File: config.mk
export PLATFORM = sky130hd
export DESIGN_NAME = varredura_matriz
export DESIGN_NICKNAME = d
export VERILOG_FILES = /design/src/rtl/varredura_matriz_pkg.sv /design/src/rtl/varredura_matriz_divisor_varredura.sv /design/src/rtl/varredura_matriz.sv
export SDC_FILE = /design/constraint.sdc
export NUM_CORES = 1
export LEC_CHECK = 0
export CELL_PAD_IN_SITES_DETAIL_PLACEMENT = 1
export CELL_PAD_IN_SITES_GLOBAL_PLACEMENT = 2
export CORE_MARGIN = 8
export CORE_UTILIZATION = 35
export DETAILED_ROUTE_END_ITERATION = 7
export GPL_TIMING_DRIVEN = 0
export HOLD_SLACK_MARGIN = 0.05
export PLACE_DENSITY = 0.89
export SLEW_MARGIN = 20
export SYNTH_ARGS = -nofsm -noshare
export SYNTH_HDL_FRONTEND = slang
export SYNTH_SLANG_ARGS = --single-unit
File: constraint.sdc
create_clock -name clock -period 2.9 [get_ports clock]
set_input_delay 0.58 -clock clock [delete_from_list [all_inputs] [get_ports clock]]
set_output_delay 0.58 -clock clock [all_outputs]
set_load 0.02 [all_outputs]
File: src/rtl/varredura_matriz_pkg.sv
// Shared types and constants for the 5x7 LED matrix scanner.
// Row and column lines are active-low throughout.
package varredura_matriz_pkg;

    localparam int NUM_COLUNAS = 5;
    localparam int NUM_LINHAS  = 7;

    localparam logic [NUM_LINHAS-1:0]  LINHAS_APAGADAS  = 7'b1111111;
    localparam logic [NUM_COLUNAS-1:0] COLUNAS_APAGADAS = 5'b11111;

    typedef enum logic [1:0] {
        DESLIGADO,
        APAGAR,
        EXIBIR
    } estado_t;

    // Element 0 holds column 1.
    typedef logic [NUM_COLUNAS-1:0][NUM_LINHAS-1:0] quadro_t;

    // One-hot active-low enable for a 1-based column index.
    function automatic logic [NUM_COLUNAS-1:0] habilita_coluna(
        input logic [2:0] col
    );
        logic [NUM_COLUNAS-1:0] s;
        s = COLUNAS_APAGADAS;
        case (col)
            3'd1:    s = 5'b11110;
            3'd2:    s = 5'b11101;
            3'd3:    s = 5'b11011;
            3'd4:    s = 5'b10111;
            3'd5:    s = 5'b01111;
            default: s = COLUNAS_APAGADAS;
        endcase
        return s;
    endfunction

    // Row vector of a 1-based column; dark for an idle index.
    function automatic logic [NUM_LINHAS-1:0] linhas_da_coluna(
        input quadro_t    q,
        input logic [2:0] col
    );
        logic [NUM_LINHAS-1:0] l;
        l = LINHAS_APAGADAS;
        case (col)
            3'd1:    l = q[0];
            3'd2:    l = q[1];
            3'd3:    l = q[2];
            3'd4:    l = q[3];
            3'd5:    l = q[4];
            default: l = LINHAS_APAGADAS;
        endcase
        return l;
    endfunction

endpackage

File: src/rtl/varredura_matriz_divisor_varredura.sv
// Slot timer: counts 0..DIVISOR-1 and flags the last cycle.
// A synchronous clear holds it at zero while the scan is idle.
module divisor_varredura #(
    parameter int DIVISOR = 50000,
    parameter int CW      = $clog2(DIVISOR)
) (
    input  logic          clock,
    input  logic          reset_n,
    input  logic          limpar_i,
    output logic [CW-1:0] cnt_o,
    output logic          fim_slot_o
);

    localparam logic [CW-1:0] ULTIMO = CW'(DIVISOR - 1);

    logic [CW-1:0] cnt_q;
    logic [CW-1:0] cnt_d;

    assign cnt_o      = cnt_q;
    assign fim_slot_o = (cnt_q == ULTIMO);

    // Next count: clear, wrap at slot end, otherwise advance.
    always_comb begin
        cnt_d = cnt_q + CW'(1);
        if (limpar_i || fim_slot_o) begin
            cnt_d = '0;
        end
    end

    // Counter register.
    always_ff @(posedge clock or negedge reset_n) begin
        if (!reset_n) begin
            cnt_q <= '0;
        end else begin
            cnt_q <= cnt_d;
        end
    end

endmodule

File: src/rtl/varredura_matriz.sv
// Column-multiplexed driver for a 5x7 active-low LED matrix.
// Frames are snapshotted whole so one frame never mixes states.
module varredura_matriz #(
    parameter int DIVISOR = 50000,
    parameter int BLANK   = 4
) (
    input  logic       clock,
    input  logic       reset_n,
    input  logic       ligado,
    input  logic [6:0] coluna1,
    input  logic [6:0] coluna2,
    input  logic [6:0] coluna3,
    input  logic [6:0] coluna4,
    input  logic [6:0] coluna5,
    output logic [4:0] sel_coluna,
    output logic [6:0] linhas,
    output logic [2:0] coluna_ativa,
    output logic       fim_quadro
);

    import varredura_matriz_pkg::*;

    localparam int CW = $clog2(DIVISOR);

    localparam logic [CW-1:0] ULT_APAGAR =
        CW'((BLANK > 0) ? BLANK - 1 : 0);

    // With no blanking a slot opens straight into the lit phase.
    localparam estado_t INICIO_SLOT =
        (BLANK == 0) ? EXIBIR : APAGAR;

    localparam logic [2:0] ULT_COL = 3'(NUM_COLUNAS);

    estado_t       estado_q, estado_d;
    logic [2:0]    col_q, col_d;
    quadro_t       quadro_q, quadro_d;
    logic          fim_q, fim_d;
    logic [4:0]    sel_q, sel_d;
    logic [6:0]    lin_q, lin_d;
    logic [CW-1:0] cnt;
    logic          fim_slot;
    logic          limpar;
    quadro_t       entrada;

    assign entrada = {coluna5, coluna4, coluna3, coluna2, coluna1};

    // Timer is held at zero while idle so enabling starts a slot at 0.
    assign limpar = !ligado || (estado_q == DESLIGADO);

    divisor_varredura #(
        .DIVISOR (DIVISOR),
        .CW      (CW)
    ) u_divisor (
        .clock      (clock),
        .reset_n    (reset_n),
        .limpar_i   (limpar),
        .cnt_o      (cnt),
        .fim_slot_o (fim_slot)
    );

    // Scan sequencing: state, column index, snapshot and frame pulse.
    always_comb begin
        estado_d = estado_q;
        col_d    = col_q;
        quadro_d = quadro_q;
        fim_d    = 1'b0;
        if (!ligado) begin
            estado_d = DESLIGADO;
            col_d    = 3'd0;
        end else begin
            unique case (estado_q)
                DESLIGADO: begin
                    quadro_d = entrada;
                    col_d    = 3'd1;
                    fim_d    = 1'b1;
                    estado_d = INICIO_SLOT;
                end
                APAGAR, EXIBIR: begin
                    if (fim_slot) begin
                        estado_d = INICIO_SLOT;
                        if (col_q == ULT_COL) begin
                            col_d    = 3'd1;
                            quadro_d = entrada;
                            fim_d    = 1'b1;
                        end else begin
                            col_d = col_q + 3'd1;
                        end
                    end else if (estado_q == APAGAR &&
                                 cnt == ULT_APAGAR) begin
                        estado_d = EXIBIR;
                    end
                end
                default: begin
                    estado_d = DESLIGADO;
                    col_d    = 3'd0;
                end
            endcase
        end
    end

    // Outputs are precomputed from next state so they leave registers.
    always_comb begin
        sel_d = COLUNAS_APAGADAS;
        lin_d = LINHAS_APAGADAS;
        if (estado_d == EXIBIR) begin
            sel_d = habilita_coluna(col_d);
            lin_d = linhas_da_coluna(quadro_d, col_d);
        end
    end

    // State, snapshot and output registers.
    always_ff @(posedge clock or negedge reset_n) begin
        if (!reset_n) begin
            estado_q <= DESLIGADO;
            col_q    <= 3'd0;
            quadro_q <= '1;
            fim_q    <= 1'b0;
            sel_q    <= COLUNAS_APAGADAS;
            lin_q    <= LINHAS_APAGADAS;
        end else begin
            estado_q <= estado_d;
            col_q    <= col_d;
            quadro_q <= quadro_d;
            fim_q    <= fim_d;
            sel_q    <= sel_d;
            lin_q    <= lin_d;
        end
    end

    assign sel_coluna   = sel_q;
    assign linhas       = lin_q;
    assign coluna_ativa = col_q;
    assign fim_quadro   = fim_q;

endmodule

==> flow_summary.ini, run 1 <==
[finish]
n_antenna_cell = 0
utilization_pct = 44.74
syn2layout_area_growth_pct = 26.90
postLayoutCellArea_mm2 = 0.004516
finalNonFillerCells = 540
nFillCells = 1139
multi_input_area_mm2 = 0.001695
layout-drive-gt1-share_pct = 24.50
seq_area_mm2 = 0.001785
final_nets = 441

[synthesis]
yosysTopAreaCell = dfstp_2
ys.flop_type = dfstp_2
synth.area.top_cells = dfstp_2 35%, dfrtp_1 15%, a22oi_1 11%
syn-num-nets = 376
syn_area_mm2 = 0.003558
synth.avg_cell_area_um2 = 10.65
ys_seq_area_share_pct = 50.18
synth_top_cell_area_share_pct = 34.70
ys_ff_latch = 69
async_reset_ff_share_pct = 100.0
synth_most_common_cell = a22oi_1
synth_edf_count = 0
postSynthCellCount = 334
synth_cell_types = 53
ys_top_cells_by_count = 53 x a22oi_1, 47 x dfstp_2, 22 x dfrtp_1, 22 x o21ai_0
yosysWarnings = 0

[cts]
clkLatencyLatePin_ns = 0.36
cts.htree.levels = 3
cts_root_buffer = clkbuf_8
holdBufCountCts = 0
clkSlewWorstSetupHoldPaths_ns = 0.09
cts-buffers-inserted = 9
clock_sinks = 69
tritoncts = yes
post_cts_buffers = 0
clockBufferDepth = 2

[run]
cap_viol_max_count = 0

[global_route]
antenna_found_initial = 0
gr-total-overflow = 0
grt_pass1_wl_mm = 17.04
track_usage_pct = 16.28
grt_max_degree = 41
grt_pass1_vias = 3359

[die]
start_util_pct = 35.26
die_w_um = 116.8
pin_count = 54
rows = 37
core_mm2 = 0.01009
fp.dieH_um = 116.8
dieArea_mm2 = 0.01365

[setup_path]
critical_path_arrival_ns = 2.97
start_kind = flip-flop
critPathKind = reg -> reg
critPathRequiredTime_ns = 3.16
cp_max_fo = 8
r2r_cells = 10
worst_setup_path_end_kind = flip-flop

[sta]
timing.final.crit_share_pct = 93.41
worst_slew_pin_slew_ns = 0.6805
maxSlewHeadroom_pct = 54.47
grt_setup_unrepaired = no
final.setup.worst_slack_ns = 0.1911
hold_slack_ns = 0.1588
fin_skew_ns = 0.01377
fin_crit_ns = 2.709
slew_violations = 0
setup_viol = 0
hold_viol = 0
fmax_mhz = 369.2

[routing]
drtIter0Drc = 144
wl_mm = 10.78
drt_first_pass_iters = 4
viasPerCell = 5.611
drc = 0
vias = 3030
wl_per_cell_um = 19.96
ant_nets = 0

[pwr]
peakVddDrop_v = 0.0002437
power.density_mw_per_mm2 = 539.4
leakage_nw = 1.718

[place]
postPlaceCellArea_mm2 = 0.004277
dp.cells = 524
place_ws_ns = -0.3030
dp_hpwl_mm = 7.845
numPortBuffers = 53
routabilityCongestion = 0.7981

[min_path]
hp-class = in -> async

[run_status]
outcome = completed
==> metrics by stage <==
stage | TNS (ns) | total power [mW]
6_report | 0 | 2.436
5_1_grt | 0 | 2.554
4_1_cts | 0 | 2.450
3_5_place_dp | -1.405 | 1.670
3_3_place_gp | -37.06 | 1.640
2_1_floorplan | 0 | 1.477
==> placed cells by master, fill, tap and decap left out, drive strengths merged, types with 2 or more instances in the layout <==
master	netlist	final
xor2	6	6
clkdlybuf4s50	0	52
clkbuf	9	17
a21o	2	2
nand2	21	21
inv	9	14
mux2i	6	6
a22o	9	9
a221oi	5	5
o21ai	36	36
a21oi	10	10
o211ai	6	6
nor4	5	5
a22oi	54	54
nand4	4	4
dfrtp	22	22
nand3b	2	2
nor3	2	2
and4	4	4
nor2b	2	2
buf	8	11
ha	4	4
and3	5	5
nand3	13	13
or3	4	4
dfstp	47	47
nor2	21	21
xnor2	6	6
==> critical path: stages, from the launching register on <==
cell and delay, ns:
dfrtp_1 0.43, inv_1 0.08, ha_1 0.28, buf_2 0.21, and3b_2 0.27, nand3_1 0.08, or4b_1 0.49, nand2_2 0.20
nand3_4 0.18, a221oi_2 0.26, o211ai_1 0.13
==> repair_timing <==
item / 4_1_cts / 5_1_grt
hold endpoints to repair: 0 / 0
gates resized for setup: 2 / 9
endpoints found under the setup margin: 6 / 7
==> final cells by class <==
class                      count  share of cell area [%]
clock buffer                   9                   2.743
clock inverter                 7                   1.385
inverter                       9                  0.7481
buffer                        17                   2.134
timing repair buffer          54                   12.14
multi-input combinational    239                   37.55
tap                          136                   3.768
sequential                    69                   39.54
==> routing by layer <==
layer / routed length, µm / vias to the layer above / GRT usage (%) / part of all wire (%)
met2: 5591 / 58 / 29.26 / 52
met3: 475 / 14 / 3.643 / 4.4
met4: 189 / 0 / 5.631 / 1.8
li1: - / 1399 / - / -
met5: 0 / - / 0 / 0
met1: 4520 / 1559 / 18.60 / 42
==> path summary, 6_finish.rpt <==
check                                                     to  slack, ns                         start
worst min register to register  u_divisor.cnt_o[0]$_DFF_PN0_       0.47  u_divisor.cnt_o[0]$_DFF_PN0_
max in group asynchronous             quadro_q[15]$_DFF_PN1_       2.14                       reset_n
worst min-delay path               coluna_ativa[1]$_DFF_PN0_       0.16                       reset_n
min in group clock              u_divisor.cnt_o[0]$_DFF_PN0_       0.47  u_divisor.cnt_o[0]$_DFF_PN0_
worst max register to register           linhas[2]$_DFF_PN1_       0.19         estado_q[0]$_DFF_PN0_
worst max-delay path                     linhas[2]$_DFF_PN1_       0.19         estado_q[0]$_DFF_PN0_
==> registers in the layout, indices dropped and copies added (netlist names) <==
signal and cells:
fim_quadro 1, quadro_q 35, estado_q 2, u_divisor.cnt_o 16, linhas 7, coluna_ativa 3, sel_coluna 5
==> report_power, final <==
| part | internal (mW) | leakage, nW | total, mW | switching (mW) |
|---|---|---|---|---|
| combinational | 0.201 | 0.827 | 0.461 | 0.260 |
| sequential | 1.14 | 0.796 | 1.21 | 0.0611 |
| clock | 0.330 | 0.0946 | 0.769 | 0.439 |
==> kinds of logic (layout without fill, tap and decap cells) <==
family / count (synthesis) / count (layout) / share of synthesized area, %
muxes: 6 / 6 / 1.688
xor gates and xnor gates: 12 / 12 / 2.954
and+or+nand+nor: 90 / 90 / 14.66
adders and majority gates: 4 / 4 / 1.407
buffers and inverters: 26 / 96 / 3.657
AOI/OAI and AO/OA: 127 / 127 / 25.46
DFF: 69 / 69 / 50.18
No activity file was read; power rests on OpenSTA's default activity.
==> run 2, diff against run 1 <==
Settings changed: CTS_CLUSTER_SIZE set to 8.
==> results of run 2 <==
Final layout, timing and power as in run 1 (identical DEF).
